$ cat src/rtl/pzcorebus_error_slave.sv
// Error slave: accepts every command, drains write data, and answers each non-posted
// request with error responses (serror=1, sdata=0); READs get N RESPONSE_WITH_DATA beats.
module pzcorebus_error_slave #(
  parameter  int ID_WIDTH     = 8,
  parameter  int MAX_LENGTH   = 16,
  parameter  int DATA_WIDTH   = 64,
  parameter  int ADDR_WIDTH   = 32,
  parameter  int INFO_WIDTH   = 1,
  localparam int LENGTH_WIDTH = $clog2(MAX_LENGTH + 1)
) (
  input  logic                    i_clk,
  input  logic                    i_rst_n,
  // command channel
  input  logic                    i_mcmd_valid,
  output logic                    o_scmd_accept,
  input  logic [2:0]              i_mcmd,
  input  logic [ID_WIDTH-1:0]     i_mid,
  input  logic [ADDR_WIDTH-1:0]   i_maddr,
  input  logic [LENGTH_WIDTH-1:0] i_mlength,
  input  logic [INFO_WIDTH-1:0]   i_minfo,
  // write data channel
  input  logic                    i_mdata_valid,
  output logic                    o_sdata_accept,
  input  logic [DATA_WIDTH-1:0]   i_mdata,
  input  logic [DATA_WIDTH/8-1:0] i_mdata_byteen,
  input  logic                    i_mdata_last,
  // response channel
  output logic                    o_sresp_valid,
  input  logic                    i_mresp_accept,
  output logic [1:0]              o_sresp,
  output logic [ID_WIDTH-1:0]     o_sid,
  output logic                    o_serror,
  output logic [DATA_WIDTH-1:0]   o_sdata,
  output logic [INFO_WIDTH-1:0]   o_sinfo,
  output logic                    o_sresp_last
);

  // command / response encodings shared with the bus masters
  localparam logic [2:0] CMD_NULL             = 3'd0;
  localparam logic [2:0] CMD_READ             = 3'd1;
  localparam logic [2:0] CMD_WRITE            = 3'd2;
  localparam logic [2:0] CMD_WRITE_NON_POSTED = 3'd3;
  localparam logic [2:0] CMD_BROADCAST        = 3'd4;
  localparam logic [2:0] CMD_ATOMIC           = 3'd5;
  localparam logic [2:0] CMD_MESSAGE          = 3'd6;

  localparam logic [1:0] RESP_NULL               = 2'd0;
  localparam logic [1:0] RESP_RESPONSE           = 2'd1;
  localparam logic [1:0] RESP_RESPONSE_WITH_DATA = 2'd2;

  typedef enum logic [1:0] {
    IDLE    = 2'd0,
    DRAIN   = 2'd1,
    RESPOND = 2'd2
  } state_t;

  state_t                  r_state;
  logic [2:0]              r_mcmd;
  logic [ID_WIDTH-1:0]     r_mid;
  logic [LENGTH_WIDTH-1:0] r_count;

  logic [LENGTH_WIDTH-1:0] w_beats;
  logic                    w_read;
  logic                    w_non_posted;
  logic                    w_last;
  logic                    w_respond;
  logic                    w_unused;

  assign w_beats      = (i_mlength == '0) ? LENGTH_WIDTH'(MAX_LENGTH) : i_mlength;
  assign w_read       = (r_mcmd == CMD_READ);
  assign w_non_posted = (r_mcmd == CMD_WRITE_NON_POSTED) || (r_mcmd == CMD_ATOMIC);
  // only READ bursts count beats; every other response is a single beat
  assign w_last       = !w_read || (r_count == '0);
  assign w_respond    = (r_state == RESPOND);
  assign w_unused     = &{1'b0, i_maddr, i_minfo, i_mdata, i_mdata_byteen};

  always_ff @(posedge i_clk or negedge i_rst_n) begin
    if (!i_rst_n) begin
      r_state <= IDLE;
      r_mcmd  <= CMD_NULL;
      r_mid   <= '0;
      r_count <= '0;
    end else begin
      case (r_state)
        IDLE: begin
          if (i_mcmd_valid) begin
            r_mcmd  <= i_mcmd;
            r_mid   <= i_mid;
            r_count <= w_beats - LENGTH_WIDTH'(1);
            case (i_mcmd)
              CMD_READ:                 r_state <= RESPOND;
              CMD_WRITE, CMD_WRITE_NON_POSTED,
              CMD_BROADCAST, CMD_ATOMIC: r_state <= DRAIN;
              default:                  r_state <= IDLE;  // MESSAGE, NULL, unused codes
            endcase
          end
        end
        DRAIN: begin
          if (i_mdata_valid && i_mdata_last) begin
            r_state <= w_non_posted ? RESPOND : IDLE;
          end
        end
        RESPOND: begin
          if (i_mresp_accept) begin
            if (w_last) r_state <= IDLE;
            else        r_count <= r_count - LENGTH_WIDTH'(1);
          end
        end
        default: r_state <= IDLE;
      endcase
    end
  end

  assign o_scmd_accept  = (r_state == IDLE);
  assign o_sdata_accept = (r_state == DRAIN);
  assign o_sresp_valid  = w_respond;
  assign o_sresp        = !w_respond ? RESP_NULL :
                          w_read     ? RESP_RESPONSE_WITH_DATA : RESP_RESPONSE;
  assign o_sid          = w_respond ? r_mid : '0;
  assign o_serror       = w_respond;
  assign o_sdata        = '0;
  assign o_sinfo        = '0;
  assign o_sresp_last   = w_respond && w_last;

endmodule

$ cat config.mk
export PLATFORM = sky130hd
export DESIGN_NAME = pzcorebus_error_slave
export DESIGN_NICKNAME = d
export VERILOG_FILES = /design/src/rtl/pzcorebus_error_slave.sv
export SDC_FILE = /design/constraint.sdc
export NUM_CORES = 1
export LEC_CHECK = 0
export ABC_AREA = 1
export BUFFER_PORTS_ARGS = -buffer_cell sky130_fd_sc_hd__buf_2
export CAP_MARGIN = 20
export CORE_AREA = 2 2 80 82
export CTS_BUF_LIST = sky130_fd_sc_hd__clkbuf_16
export CTS_CLUSTER_SIZE = 14
export DETAILED_ROUTE_END_ITERATION = 12
export DIE_AREA = 0 0 82 84
export GPL_TIMING_DRIVEN = 1
export PLACE_DENSITY_LB_ADDON = 0.2
export RECOVER_POWER = 25
export SYNTH_ARGS = -nofsm -noshare
export SYNTH_HDL_FRONTEND = slang
export SYNTH_SLANG_ARGS = --single-unit
export TNS_END_PERCENT = 50
$ cat constraint.sdc
create_clock -name i_clk -period 2.1 [get_ports i_clk]
set_input_delay 0.63 -clock i_clk [delete_from_list [all_inputs] [get_ports i_clk]]
set_output_delay 0.63 -clock i_clk [all_outputs]
set_load 0.02 [all_outputs]
==> run_results.csv <==
group,metric,value,unit
layout,layout-drive-gt1-share,20.7,%
setup_path,startpoint_type,"flip-flop",
run,cap_violations,0,
power,power.density,1250,nW/um2
floorplanning,num_io_pins,207,
timing,max_freq,0.506,GHz
setup_path,critPathRequiredTime,1.47,ns
setup_path,worst-path-buf-inv,2,
setup_path,cp_top_family,"flip-flops",
timing,final_hold_viol_count,0,
power,p_sw,1.02,mW
clock_network,cts_setup_buffers,0,
timing,setup_viol,0,
synth,synthCells,235,
synth,synth_area_leaders,"buf_4, dfrtp_1, nand2_1",
routing,drc_errors,0,
layout,antenna_cells,0,
power,ir_worst_vdd,409,uV
placement,io_buffers,36,
setup_path,worstPathArrival,1.35,ns
clock_network,holdBufCountCts,0,
clock_network,clock-root-buffer,"clkbuf_16",
global_routing,overflow,0,
setup_path,crit_chain,"inv_2 -> nand2_4 -> a21oi_1 -> buf_2",
synth,async_flop_share,100,%
power,switching_share,47.6,%
timing,fin_crit_sh,94.1,%
floorplanning,die_area,6890,um2
setup_path,end_kind,"primary output",
routing,vias_per_cell,3.56,
floorplanning,die_w,82,um
clock_network,htreeDepth,1,
placement,hpwl,2340,um
floorplanning,floorplan.initialDensity,26.7,%
clock_network,clock_latency,0.24,ns
setup_path,cp_max_fo,20,
power,seqPwrFrac,28.5,%
routing,dr.pass1.iters,4,
timing,finalClockSkew,0.00225,ns
status,status,"complete, no violations",
synth,yosys.cell_types.count,23,
power,total_power,2.14,mW
power,internal_power,1.12,mW
global_routing,antenna_found_initial,0,
power,power_frac_comb,54.2,%
timing,rsz0062_at_grt,"no",
placement,gp_congestion,0.714,
synth,ys_seq_area_share,27.6,%
global_routing,first_global_vias,1056,
floorplanning,rows,29,
clock_network,ctsLongestPathBuffers,2,
routing,vias,1237,
power,leakagePower,1.06,nW
clock_network,ctsResizeCount,0,
floorplanning,core,6100,um2
timing,max-slew-margin-rel,35.1,%
routing,wl_per_cell,8.27,um
clock_network,cts_tree,"built",
layout,area_growth,4.91,%
timing,setup_tns,0,ns
synth,ys_ff_latch,18,
timing,whs,0.485,ns
global_routing,grt_pass1_wl,4690,um
synth,syn_avg_cell_area,6.94,um2
setup_path,max_stage_delay,0.43,ns
global_routing,grt_max_degree,23,
clock_network,cts.clk_slew.worst_paths,0.05,ns
clock_network,cts.sinks,18,
floorplanning,dieHeight,84,um
min_path,hold_class,"reg -> reg",
synth,synth_top_area_share,30.4,%
routing,drtIter0Drc,46,
timing,period_minus_slack,1.98,ns
synth,synth_edf_count,0,
routing,drt-total-wl,2870,um
global_routing,track_usage,8.46,%
power,pwr-share-clk,17.2,%
synth,ys_warn_count,0,
layout,nets,400,
clock_network,numCtsBuffers,3,
timing,slew_violations,0,
routing,ant_nets,0,
setup_path,crit_slowest_cell,"dfrtp_1",
timing,max_slew.worst_pin.slew,0.974,ns
synth,synth_top_area_cell,"buf_4",
synth,synth_flop_cell,"dfrtp_1",
setup_path,path_class,"reg -> out",
synth,synth_area,1630,um2
metrics by stage:
| stage | setup WS [ns] | instances | utilization [%] | cell area, um2 |
|---|---|---|---|---|
| 2_1_floorplan | 0.232 | 299 | - | 1870 |
| 3_3_place_gp | 0.371 | 344 | 26.8 | 1640 |
| 3_5_place_dp | 0.374 | 344 | 26.8 | 1640 |
| 4_1_cts | 0.103 | 347 | 28.1 | 1710 |
| 5_1_grt | 0.0235 | 347 | 28.1 | 1710 |
| 6_report | 0.123 | 347 | 28.1 | 1710 |
layer usage:
layer,vias up,part of all wire (%),track usage (%)
met4,0,0.45,1.82
met2,78,40,12.9
li1,649,-,-
met3,2,13,2.38
met1,508,47,11.8
met5,-,0,0
power groups by stage:
stage | clock, mW | sequential (mW) | combinational, mW
6_report | 0.369 | 0.610 | 1.16
5_1_grt | 0.397 | 0.630 | 1.35
4_1_cts | 0.382 | 0.610 | 1.18
3_5_place_dp | 0 | 0.615 | 1.18
3_3_place_gp | 0 | 0.614 | 1.18
2_1_floorplan | 0 | 0.594 | 1.03
worst reg2reg max path: cells and delay by family, from the launching register on:
kind | cells | cell delay, ns
buffers and inverters | 1 | 0.15
DFF | 1 | 0.43
and+or+nand+nor | 9 | 0.70
adders and majority gates | 1 | 0.24
path summary, 6_finish.rpt:
check,start,end,slack [ns],depth (start not counted)
setup / recovery,r_state[0]$_DFFE_PN0P_,o_sresp_last,0.12,4
hold / removal,r_count[0]$_DFFE_PN0P_,r_count[0]$_DFFE_PN0P_,0.49,2
setup reg to reg,r_state[0]$_DFFE_PN0P_,r_count[4]$_DFFE_PN0P_,0.47,11
hold reg to reg,r_count[0]$_DFFE_PN0P_,r_count[0]$_DFFE_PN0P_,0.49,2
max in group asynchronous,i_rst_n,r_count[0]$_DFFE_PN0P_,0.99,1
min in group asynchronous,i_rst_n,r_mid[7]$_DFFE_PN0P_,0.52,1
flip-flops by register name, summed over array words and instances (netlist names):
signal,count
r_state,2
r_mcmd,3
r_mid,8
r_count,5
cells in the final DEF, fill, tap and decap left out, drive strengths merged:
cell    count
conb       65
nand2      56
buf        38
nor2       30
inv        27
dfrtp      18
a21oi      11
nand3      10
o21ai       6
clkbuf      4
nand4       1
nor3        1
nor3b       1
xor2        1
ha          1
cell type report:
type	instances	area, um2
Fill cell	693	4390
Inverter	27	101
Tap cell	77	96.3
Timing Repair Buffer	39	201
Clock buffer	3	75.1
Sequential cell	18	450
Multi-Input combinational cell	183	786
synthesized netlist by cell type (2+ instances only):
| cell | count |
|---|---|
| nand2_2 | 5 |
| o21ai_1 | 2 |
| o21ai_0 | 3 |
| nand2_1 | 49 |
| inv_1 | 23 |
| nor2_1 | 27 |
| inv_2 | 4 |
| nor2_2 | 2 |
| buf_6 | 2 |
| buf_4 | 66 |
| a21oi_1 | 11 |
| dfrtp_1 | 18 |
| buf_2 | 3 |
| nand2_4 | 2 |
| nand3_1 | 10 |
kinds of logic after synthesis:
kind of cell    Yosys count  synth area share [%]
flops                    18                  27.6
fa+ha+maj                 1                 0.767
xor+xnor                  1                 0.537
other cells               1                 0.230
compound gates           17                  5.45
simple gates             99                  26.5
buf+inv                  98                  38.9
Power figures use the tool's default switching activity.
